## src/rtl/pdp11_iopage_pkg.sv

```systemverilog
// Shared PDP-11 I/O page constants and CSR helpers for the peripheral *_regs blocks.
package pdp11_iopage_pkg;

    localparam logic [12:0] KW11L_CSR = 13'o17546;
    localparam logic [7:0]  KW11L_VEC = 8'o100;

    localparam int CSR_DONE = 7;
    localparam int CSR_IE   = 6;

    typedef struct packed {
        logic mon;
        logic ie;
    } kw11l_csr_t;

    // Places the two live CSR bits at their I/O-page positions; all others read 0.
    function automatic logic [15:0] csr_word(input kw11l_csr_t c);
        logic [15:0] w;
        w           = '0;
        w[CSR_DONE] = c.mon;
        w[CSR_IE]   = c.ie;
        return w;
    endfunction

endpackage

```

## src/rtl/kw11l_clk_tick_gen.sv

```systemverilog
// Line-time tick source: free-running divider, or a synchronised external
// line-frequency input, selected at elaboration by EXT_TICK.
module tick_gen #(
    parameter bit          EXT_TICK  = 1'b0,
    parameter int unsigned DIV_WIDTH = 24,
    parameter int unsigned TICK_DIV  = 833333
) (
    input  logic clk,
    input  logic rst,
    input  logic line_tick,
    output logic tick
);

    localparam logic [DIV_WIDTH-1:0] DIV_LAST = DIV_WIDTH'(TICK_DIV - 1);

    logic [DIV_WIDTH-1:0] div_q, div_d;
    logic                 sync1_q, sync1_d;
    logic                 sync2_q, sync2_d;
    logic                 edge_q, edge_d;

    always_comb begin
        div_d   = '0;
        sync1_d = 1'b0;
        sync2_d = 1'b0;
        edge_d  = 1'b0;
        tick    = 1'b0;
        if (EXT_TICK) begin
            // Two synchroniser flops, then the edge register remembers the
            // previous synchronised level so each rising edge ticks once.
            sync1_d = line_tick;
            sync2_d = sync1_q;
            edge_d  = sync2_q;
            tick    = sync2_q & ~edge_q;
        end else begin
            tick  = (div_q == DIV_LAST);
            div_d = tick ? '0 : div_q + DIV_WIDTH'(1);
        end
    end

    always_ff @(posedge clk or posedge rst) begin
        if (rst) begin
            div_q   <= '0;
            sync1_q <= 1'b0;
            sync2_q <= 1'b0;
            edge_q  <= 1'b0;
        end else begin
            div_q   <= div_d;
            sync1_q <= sync1_d;
            sync2_q <= sync2_d;
            edge_q  <= edge_d;
        end
    end

endmodule

```

## src/rtl/kw11l_clk.sv

```systemverilog
// KW11L line-time clock: CSR at CSR_ADDR with monitor/IE bits and a single
// held interrupt request toward the bus arbiter.
module kw11l_clk
    import pdp11_iopage_pkg::*;
#(
    parameter logic [12:0] CSR_ADDR  = KW11L_CSR,
    parameter logic [7:0]  VECTOR    = KW11L_VEC,
    parameter bit          EXT_TICK  = 1'b0,
    parameter int unsigned DIV_WIDTH = 24,
    parameter int unsigned TICK_DIV  = 833333
) (
    input  logic        clk,
    input  logic        reset,
    input  logic [12:0] iopage_addr,
    input  logic [15:0] data_in,
    output logic [15:0] data_out,
    output logic        decode,
    input  logic        iopage_rd,
    input  logic        iopage_wr,
    input  logic        iopage_byte_op,
    input  logic        line_tick,
    output logic        interrupt,
    input  logic        interrupt_ack,
    output logic [7:0]  vector
);

    kw11l_csr_t csr_q, csr_d;
    logic       pend_q, pend_d;
    logic       tick;
    logic       write_en;
    logic       mon_wr;

    // Reads have no side effects, so the read strobe and upper data bits are not needed.
    logic unused_inputs;
    assign unused_inputs = ^{iopage_rd, data_in[15:8], data_in[5:0]};

    tick_gen #(
        .EXT_TICK  (EXT_TICK),
        .DIV_WIDTH (DIV_WIDTH),
        .TICK_DIV  (TICK_DIV)
    ) u_tick (
        .clk       (clk),
        .rst       (reset),
        .line_tick (line_tick),
        .tick      (tick)
    );

    assign decode    = (iopage_addr[12:1] == CSR_ADDR[12:1]);
    assign data_out  = decode ? csr_word(csr_q) : 16'b0;
    assign interrupt = pend_q;
    assign vector    = VECTOR;

    // Odd-byte writes land on the unused high byte and are dropped.
    assign write_en = decode & iopage_wr & (~iopage_byte_op | ~iopage_addr[0]);

    always_comb begin
        csr_d  = csr_q;
        pend_d = pend_q;
        mon_wr = csr_q.mon;

        if (write_en) begin
            csr_d.ie = data_in[CSR_IE];
            mon_wr   = data_in[CSR_DONE] & csr_q.mon;
        end
        csr_d.mon = mon_wr | tick;

        // Later assignments win: ack < tick/IE-rise < IE clear.
        if (interrupt_ack)
            pend_d = 1'b0;
        if (tick && csr_q.ie)
            pend_d = 1'b1;
        if (write_en && data_in[CSR_IE] && !csr_q.ie && csr_d.mon)
            pend_d = 1'b1;
        if (write_en && !data_in[CSR_IE])
            pend_d = 1'b0;
    end

    always_ff @(posedge clk or posedge reset) begin
        if (reset) begin
            csr_q  <= '0;
            pend_q <= 1'b0;
        end else begin
            csr_q  <= csr_d;
            pend_q <= pend_d;
        end
    end

endmodule

```

## config.mk

```make
export PLATFORM = sky130hd
export DESIGN_NAME = kw11l_clk
export DESIGN_NICKNAME = d
export VERILOG_FILES = /design/src/rtl/pdp11_iopage_pkg.sv /design/src/rtl/kw11l_clk_tick_gen.sv /design/src/rtl/kw11l_clk.sv
export SDC_FILE = /design/constraint.sdc
export NUM_CORES = 1
export LEC_CHECK = 0
export ABC_AREA = 0
export ABC_CLOCK_PERIOD_IN_PS = 2200
export CAP_MARGIN = 20
export CORE_UTILIZATION = 45
export CTS_BUF_LIST = sky130_fd_sc_hd__clkbuf_4
export CTS_CLUSTER_SIZE = 12
export DETAILED_ROUTE_END_ITERATION = 16
export PLACE_DENSITY = 0.78
export SYNTH_ARGS = -nofsm -noshare
export SYNTH_HDL_FRONTEND = slang
export SYNTH_SLANG_ARGS = --single-unit
```

## constraint.sdc

```tcl
create_clock -name clk -period 2.2 [get_ports clk]
set_input_delay 0.55 -clock clk [delete_from_list [all_inputs] [get_ports clk]]
set_output_delay 0.55 -clock clk [all_outputs]
set_load 0.03 [all_outputs]
```

# Word level (Yosys, flattened, before mapping)
# Cells that the tools add are included.
[totals] regBits=27 latchBits=0 ram_bits=0 rom_bits=0 memories=0
[op_classes] addsub=1 multipliers=0 div=0 magnitude_cmp=0 n_eq_ne=2 shifts=0 n_mux=7 n_bitwise=7 reduce_logical=8
[ops] operator="adder 24 x 1 -> 24 bit, second input constant" n=1
[ops] operator="== test 24 x 20 -> 1 bit, second input constant" n=1
[ops] operator="2-to-1 mux 24 bit" n=1
[ops] operator="== test 12 bit, second input constant" n=1
[ops] operator="2-to-1 mux 8 bit" n=1
[ops] operator="logical AND 1 bit" n=5
[ops] operator="2-to-1 mux 1 bit" n=5
[ops] operator="nonzero test 4 bit" n=1
[ops] operator="bitwise AND 1 bit" n=3
[ops] operator="zero test 1 bit" n=2
[ops] operator="inverter 1 bit" n=2
[ops] operator="OR 1 bit" n=2

# Logic depth before layout (Yosys ltp)
# Gate-level depths: netlist of the first run.
[logic_depth] ltp_word=8 mapped_depth=7

# Modules after synthesis
# From an unflattened synthesis of the first run, not the netlist that was laid out.
[hier_totals] cells_unflattened=162 hier_area_um2=1661.6
[by_module_without_submodules] mod="tick_gen" n_inst=1 cells_per_inst=117 area_each_um2=1232.4 seq_area_each_um2=600.6
[by_module_without_submodules] mod="kw11l_clk" n_inst=1 cells_per_inst=45 area_each_um2=429.2 seq_area_each_um2=75.1

# Worst setup path after synthesis of the first run
# No wires, ideal clock.
[synth_path] path_kind="input to output" startpoint="in iopage_addr[3]" endpoint="out data_out[6]" t_arrival_ps=1497 required_time_ps=1650 slack_ps=153 stages=4 cell_sequence="and4bb_2 -> and3_1 -> buf_2 -> and2_1"
[synth_between] elab_chain_cells=2
[synth_lines] item="start, declared" line="kw11l_clk.sv:14" rtl="input logic [12:0] iopage_addr,"
[synth_lines] item="== test 12 bit" line="kw11l_clk.sv:48" rtl="assign decode = (iopage_addr[12:1] == CSR_ADDR[12:1]);"
[synth_lines] item="net decode" line="kw11l_clk.sv:17" rtl="output logic decode,"
[synth_lines] item="2-to-1 mux 8 bit" line="kw11l_clk.sv:49" rtl="assign data_out = decode ? csr_word(csr_q) : 16'b0;"
[synth_lines] item="end, declared" line="kw11l_clk.sv:16" rtl="output logic [15:0] data_out,"
# The timed path passes the listed nets, and every way through them passes these cells.

# Worst setup path after layout of the first run
[layout_path] startpoint="in iopage_addr[4]" endpoint="out data_out[6]"
[layout_between] elab_chain_cells=2
[layout_lines] item="== test 12 bit" line="kw11l_clk.sv:48"
[layout_lines] item="2-to-1 mux 8 bit" line="kw11l_clk.sv:49"
# Every way passes these cells.

==> metrics list, run 1 <==
- The run finished with clean final reports.
- Detailed Route WL: 2.72 mm
* Kind of start point of the critical path: input pin
* Initial DRC Count: 51
- CP cell instances: dlygate4sd2_1, and4bb_2, and3_4, and2_4, buf_6
* Post-route insts no fill: 241
- Multiplexer fraction of the synthesized cell area: around 2.5%
- Including well taps, the total number of placed cells is 235.
* Simple-gate portion of the synthesized area: 27.2%
* Adder-cell share of the synthesized area: 1.52%
- Based on the critical path, the design can be clocked at up to 484 MHz.
- Count of unresolved DRC violations after routing: 0
- Sequential cells were found to cover 41.0% of the synthesized design area.
* Met3 Track Usage GR: 3.83%
* Hold/Removal Path Class: reg -> reg
- Critical Setup Path Class: in -> out
- Among all stages on the critical path, the largest delay is contributed by and4bb_2.
- The number of pins exceeding their max-slew limit in the final report was 0.
* Main combinational cell family by area after synthesis: simple AND/OR/NAND/NOR gates
- The worst register-to-register path ends at u_tick.div_q[18].
* Data arrival time of the critical path: 1520 ps
- Global routing's busiest layer: met2
- Global-route wire length before repair: slightly below 5 mm
* Slowest Stage Delay on Critical Path: 290 ps
- Clock-pin transition on the worst setup and hold timing paths: 150 ps
* Top library cells by usage in the layout, fill and taps aside: dfrtp_1, conb_1, xnor2_1, nor2_1
* Pre-Repair DR Iteration Count: 4
- Pin count of the biggest net entering global routing: 28
- H-tree depth: 1
- OpenSTA, run right after detailed placement, puts the worst setup slack at -127 ps.
- Setup repair after global routing missed its margin: no
- In this run the register-to-register setup slack is 510 ps.
* Via-to-Cell Ratio: around 4.8
* GRT Util Overall: 15.0%
- Grt met1 use: between 20% and 30%
- TritonCTS built the clock tree.
* Later-pin clock latency in the skew report: 330 ps
* Total standard cell area after synthesis: 0.00165 mm²
* GRT met2 Usage: about 25%
* Leakage: 0.000861 µW
* Hold Path Stages: 1
- Each instance of the synthesized netlist takes up on average 9.86 µm².
- Number of placed I/O pins: 62
* Number of global-route vias before repair: 1062
- Required time reported for the critical path endpoint: about 1700 ps
- Count of unique library cells instantiated by Yosys: 37
* Root Buffer: clkbuf_4
- Compared with the post-synthesis result, the final layout area differs by 14.8%.
- Layout cell share with drive strength beyond 1: 12.8%
- ANT nets after route: 0
- The congestion estimate from routability-driven global placement came to roughly 0.78.
- VDD sags by at most approximately 470 µV.
- The worst setup path is captured at a primary output.
- Summing the areas of all compound-gate instances in the mapped netlist gives 3.65% of the synthesized area.
* Port Buffers: 23
- Origin of the worst setup path: iopage_addr[4]
- The clock net in this run drives a total of 27 sinks.
- DIE WIDTH: about 62 µm
- The routed design could run at a clock period as short as 2070 ps.
- Power spread over the standard cell area amounts to 428 mW/mm².
- Die outline area: slightly below 0.004 mm²
- Setup violations remaining at the end of the flow were counted as 0.
- Yosys printed 0 warnings.
* Net count, final: 234
- Starting density of the core: 48.2%
- PnR worst setup slack: 132 ps
* Commonest non-fill, non-tap cell in the layout: dfrtp_1
- The tool flagged a number of max-cap violations equal to 0.
* Maximum root-to-sink buffer count: 2
- The floorplan step defined a core boundary enclosing ~0.0034 mm².
- The floorplan step set the die height to ~62 µm.
- The count of final hold-check violations came to 0.
- Broken down by cell family, the worst path's largest delay share belongs to simple AND/OR/NAND/NOR gates.
* Total buffers and inverters traversed by the critical path: 2
- 0 antenna diodes ended up in the layout.
- Number of buffers created by CTS: 3
* Area share of xor/xnor cells in the synthesized design: between 10% and 20%
- Final HPWL from detailed placement: 2.02 mm
- For hold timing, the worst endpoint is u_tick.div_q[23].
* Final worst-path cycle share: around 94%
- Global routing finished with a remaining overflow of 0.
- FP Rows: 21
- Synthesis produced 167 cells.
- Wire length per cell after detailed routing: ~11 µm
- Synthesis-stage register bit count: 27
- Number of antenna violations at the first check in global routing: 0
- Final Util: between 50% and 60%
- Cell count of the worst reg-to-reg path: 5
- The startpoint identified for the worst hold timing path is u_tick.div_q[23].
- In this run the critical register-to-register path is launched from u_tick.div_q[0].
- Clock skew on the completed layout was measured at 6.46 ps.
* Total via count after detailed routing: about 1200
- Along the worst path, the maximum fanout reaches 4.
[final cells by class]
class,count,area (µm²)
Multi-Input combinational cell,126,833
Fill cell,303,1530
Inverter,9,33.8
Tap cell,46,57.6
Sequential cell,27,676
Clock buffer,3,22.5
Clock inverter,1,7.51
Timing Repair Buffer,29,260
[stage by stage]
stage	hold WS, ps	TNS, ps	cell area, µm²	power, µW
4_1_cts	511	0	1890	820
2_1_floorplan	459	0	1720	596
5_1_grt	554	0	1890	849
3_5_place_dp	491	-258	1840	604
6_report	505	0	1890	810
3_3_place_gp	477	-217	1840	603
[how the worst max path moves through the flow]
stage	end	slack (ps)	cells after the start
finish	data_out[6]	130	5
global route	data_out[6]	70	5
CTS	data_out[6]	130	5
detailed placement	data_out[7]	-130	5
global placement	data_out[7]	-110	5
floorplan	data_out[6]	150	4
[kinds of logic after synthesis]
kind of cell / Yosys count
buf+inv: 34
compound gates: 9
xor+xnor: 19
flops: 27
other cells: 2
mux: 4
fa+ha+maj: 2
simple gates: 70
[what timing repair did]
item,in CTS,in global routing
hold buffers,0,0
resized for setup,17,0
setup endpoints to repair,3,0
buffers inserted,2,0
[sequential cells by signal, summed over array words and instances (netlist names)]
name          flops
csr_q             2
u_tick.div_q     24
interrupt         1
[metal layers]
metal / part of all wire [%] / routed length (µm) / up-vias
met2: 47 / 1270 / 25
li1: - / - / 590
met1: 50 / 1350 / 538
met5: 0 / 0 / -
met3: 3.6 / 99 / 0
met4: 0 / 0 / 0
[where the power goes]
part	internal [µW]	switching (µW)
clock network	69.7	152
logic	26.2	65.1
registers	496	0.0695
total	592	217
[Yosys cell counts]
master / n / area, µm²
a21o_1: 1 / 7.51
a21oi_1: 1 / 5.00
a21boi_0: 1 / 7.51
nor4_2: 1 / 12.5
nor3_1: 2 / 10.0
ha_1: 2 / 25.0
inv_1: 9 / 33.8
dfrtp_1: 27 / 676
o21ai_0: 3 / 15.0
nor3_2: 1 / 10.0
nand4_4: 1 / 21.3
and4_1: 3 / 26.3
buf_2: 1 / 5.00
o31ai_1: 1 / 7.51
a311oi_1: 1 / 8.76
nor2_1: 16 / 60.1
buf_4: 23 / 173
conb_1: 2 / 7.51
mux2_2: 1 / 11.3
o31a_1: 1 / 8.76
nor4b_2: 3 / 45.0
xnor2_1: 17 / 149
nand4_1: 12 / 75.1
nor2b_1: 2 / 12.5
and2_1: 4 / 25.0
and4b_1: 1 / 10.0
nor3b_1: 1 / 7.51
nand2_1: 5 / 18.8
nor2_4: 1 / 11.3
mux2i_1: 3 / 30.0
nor4_1: 4 / 25.0
nand3_1: 8 / 40.0
and3_1: 3 / 18.8
xor2_1: 2 / 17.5
buf_6: 1 / 11.3
nand2b_1: 1 / 6.26
and4bb_2: 1 / 12.5
Note: power is estimated with default switching activity, not from simulation.
==> run 2, diff against run 1 <==
--- a/config.mk
+++ b/config.mk
@@ -6,10 +6,11 @@
 export NUM_CORES = 1
 export LEC_CHECK = 0
 export ABC_AREA = 0
-export ABC_CLOCK_PERIOD_IN_PS = 2200
+export ABC_CLOCK_PERIOD_IN_PS = 2300
 export CAP_MARGIN = 20
 export CORE_UTILIZATION = 45
 export CTS_BUF_LIST = sky130_fd_sc_hd__clkbuf_4
+export CTS_CLUSTER_DIAMETER = 200
 export CTS_CLUSTER_SIZE = 12
 export DETAILED_ROUTE_END_ITERATION = 16
 export PLACE_DENSITY = 0.78
==> constraint.sdc (replaced) <==
create_clock -name clk -period 2.3 [get_ports clk]
set_input_delay 0.575 -clock clk [delete_from_list [all_inputs] [get_ports clk]]
set_output_delay 0.575 -clock clk [all_outputs]
set_load 0.03 [all_outputs]
==> metrics list, run 2 (synthesis gave the netlist of run 1 again) <==
- Run status: finished clean (unchanged).
- Port Buffers: 23 (unchanged)
* Floorplan Core Area: 0.00342 mm² (unchanged)
* Worst reg2reg path startpoint: u_tick.div_q[0] (unchanged)
- Number of global-route vias before repair: 1035 (was 1062)
- The post-cts hold buffer count is 0 (unchanged).
- Kind of start point of the critical path: input pin (unchanged)
- Die Ht: 62.5 µm (unchanged)
* TritonCTS clock tree: yes (unchanged)
- The cell type of the slowest stage on the worst timing path is and4bb_2 (unchanged).
- H-tree depth: 1 (unchanged)
* Endpoint of the worst hold path: u_tick.div_q[23] (unchanged)
* Starting density of the core: 48.2% (unchanged)
* Total via count after detailed routing: 1187 (was 1153)
* FP Rows: 21 (unchanged)
- Layout cell share with drive strength beyond 1: 12.9% (was 12.8%)
* Commonest non-fill, non-tap cell in the layout: dfrtp_1 (unchanged)
- The total cell area at the placement stage came to 0.00184 mm² (about the same).
* Number of antenna repair diodes: 0 (unchanged)
- Number of antenna violations at the first check in global routing: 0 (unchanged)
* Pre-Repair DR Iteration Count: 4 (unchanged)
* Area growth from synthesis to layout: 16.9% (was 14.8%)
- For this run, the top clock speed supported by timing is 459 MHz.
- Final worst-path cycle share: 94.7%
- DIE WIDTH: 62.5 µm (unchanged)
* GRT Util Overall: 15.1% (was 15.0%)
* Pin count of the biggest net entering global routing: 28 (unchanged)
- The register clock-pin slew on the reported worst setup and hold paths was 140 ps (was 150 ps).
- Final RePlAce weighted congestion: 0.793 (was 0.776)
- Leakage: 0.000946 µW (was 0.000861 µW)
* Post-layout total power: 772 µW (was 810 µW)
- The overall die area is 0.00391 mm² (unchanged).
* Internal reg-to-reg setup slack: 430 ps (was 510 ps)
* Critical Setup Path Class: in -> out (unchanged)
- The maximum VDD drop was 283 µV (was 468 µV).
- Via-to-Cell Ratio: 4.95 (was 4.78)
- Final standard cell area without fillers: 0.00192 mm² (was 0.00189 mm²)
* Wire length per cell after detailed routing: 12.8 µm (was 11.3 µm)
- The number of pins exceeding their max-slew limit in the final report came to 0 (unchanged).
* Hold violation total from the final report: 0 (unchanged)
- Detailed Route WL: 3.06 mm (was 2.72 mm)
- CP cell instances: dlygate4sd2_1, and4bb_2, and3_4, and2_4, buf_6 (unchanged).
* Root Buffer: clkbuf_4 (unchanged)
- The combined buffer and inverter count along the critical path is 2 (unchanged).
* Cell count of the worst reg-to-reg path: 7 (was 5)
- The endpoint of the lowest-slack register-to-register path was u_tick.div_q[13] (was u_tick.div_q[18]).
- Setup repair after global routing missed its margin: no (unchanged).
* Number of buffers created by CTS: 3 (unchanged)
* Slowest Stage Delay on Critical Path: 320 ps (was 290 ps)
- Hold Path Stages: 1 (unchanged)
- The max-capacitance violation count came to 0 (unchanged).
* Top library cells by usage in the layout, fill and taps aside: dfrtp_1, conb_1, xnor2_1, nor2_1, nand4_1 (was dfrtp_1, conb_1, xnor2_1, nor2_1)
- The nature of the critical path endpoint is a primary output (unchanged).
- Maximum root-to-sink buffer count: 2 (unchanged)
* Final sum of negative setup slack: 0 ps (unchanged)
- The required time at the endpoint of the critical path came to 1730 ps (was 1650 ps).
- The source of the worst hold timing path is u_tick.div_q[23] (unchanged).
* Net count, final: 233 (was 234)
* Final HPWL from detailed placement: 2.02 mm (about the same)
* Max FFs per register: 24 (unchanged)
- Sink Count: 27 (unchanged)
- The overall overflow remaining after global route is 0 (unchanged).
* Post-placement cell count: 234 (was 235)
- Register with the most flip-flops: u_tick.div_q (unchanged)
- The I/O pin count is 62 (unchanged).
- Final critical delay including setup and external delays: 2180 ps
- The source-to-sink clock delay at the later pin of the worst-skew pair is 320 ps (was 330 ps).
* Family with the most delay on the worst path: simple AND/OR/NAND/NOR gates (unchanged)
* Data arrival time of the critical path: 1600 ps (was 1520 ps)
- The cell area power density was 401 mW/mm² (was 428 mW/mm²).
* Post-route insts no fill: 240 (was 241)
- Top fanout value on the critical path: 4 (unchanged)
- The global-route wire length before repair is 4.69 mm (was 4.81 mm).
* Initial DRC Count: 41 (was 51)
- Hold/Removal Path Class: reg -> reg (unchanged)
- The number of antenna-violating nets in the routed design came to 0 (unchanged).
- The final clock skew is 4.42 ps (was 6.46 ps).
- Count of unresolved DRC violations after routing: 0 (unchanged)
- The setup-violating endpoint count in the final report came to 0 (unchanged).
==> run 2: changes by cell type in the layout (fill, tap and decap cells not counted), sizes merged <==
| cell | delta |
|---|---|
| clkinvlp | -1 |
| clkinv | +1 |
| dlymetal6s2s | +11 |
| buf | -1 |
| dlygate4sd2 | -11 |
==> run 2: layout make-up <==
cell class,count,area (µm²)
clock inverter,1,5.00
fill,308,1490
tap,46,57.6
clock buffer,3,22.5
timing repair buffer,28,294
sequential,27,676
inverter,9,33.8
multi-input combinational,126,836
==> run 2: worst max path at each step <==
stage / start / endpoint / slack (ps) / cells past startpoint
finish: iopage_addr[3] / data_out[7] / 120 / 5
global route: iopage_addr[3] / data_out[7] / 110 / 5
CTS: iopage_addr[4] / data_out[6] / 2 / 5
detailed placement: iopage_addr[3] / data_out[7] / -80 / 5
global placement: iopage_addr[3] / data_out[7] / -60 / 5
floorplan: iopage_addr[3] / data_out[6] / 200 / 4
==> run 2: per-layer routing <==
layer  vias up  wire (µm)  track usage, %
met4         0         16            4.07
met1       567       1400            20.1
li1        590          -               -
met2        28       1550            24.2
met3         2        100            4.01
met5         -          0               0
==> run 2: what timing repair did <==
action / in CTS / in global routing
setup endpoints to repair: 2 / 2
cloned: 0 / 0
gates resized for setup: 6 / 12
setup buffers: 2 / 0
hold endpoints to repair: 0 / 0
pin swaps: 3 / 4
==> run 2: stage by stage <==
step / setup slack [ps] / util, % / hold slack (ps)
after floorplan: 203 / - / 459
after global placement: -59.7 / 53.7 / 477
after detailed placement: -80.1 / 53.7 / 488
after CTS: 1.53 / 55.5 / 510
after global routing: 108 / 56.3 / 541
final: 121 / 56.3 / 503
==> run 2: report_power, final <==
group / leakage (µW) / internal (µW) / switching [µW] / total, µW
Combinational: 0.000565 / 28.8 / 64.7 / 93.5
Clock: 0.0000177 / 65.3 / 139 / 204
Sequential: 0.000363 / 475 / 0.0614 / 475
Total: 0.000946 / 569 / 203 / 772
==> run 3, diff against run 2 <==
--- a/config.mk
+++ b/config.mk
@@ -10,7 +10,7 @@
 export CAP_MARGIN = 20
 export CORE_UTILIZATION = 45
 export CTS_BUF_LIST = sky130_fd_sc_hd__clkbuf_4
-export CTS_CLUSTER_DIAMETER = 200
+export CTS_CLUSTER_DIAMETER = 120
 export CTS_CLUSTER_SIZE = 12
 export DETAILED_ROUTE_END_ITERATION = 16
 export PLACE_DENSITY = 0.78
==> results of run 3 <==
The final DEF is identical to that of run 2; final timing and power are the same.
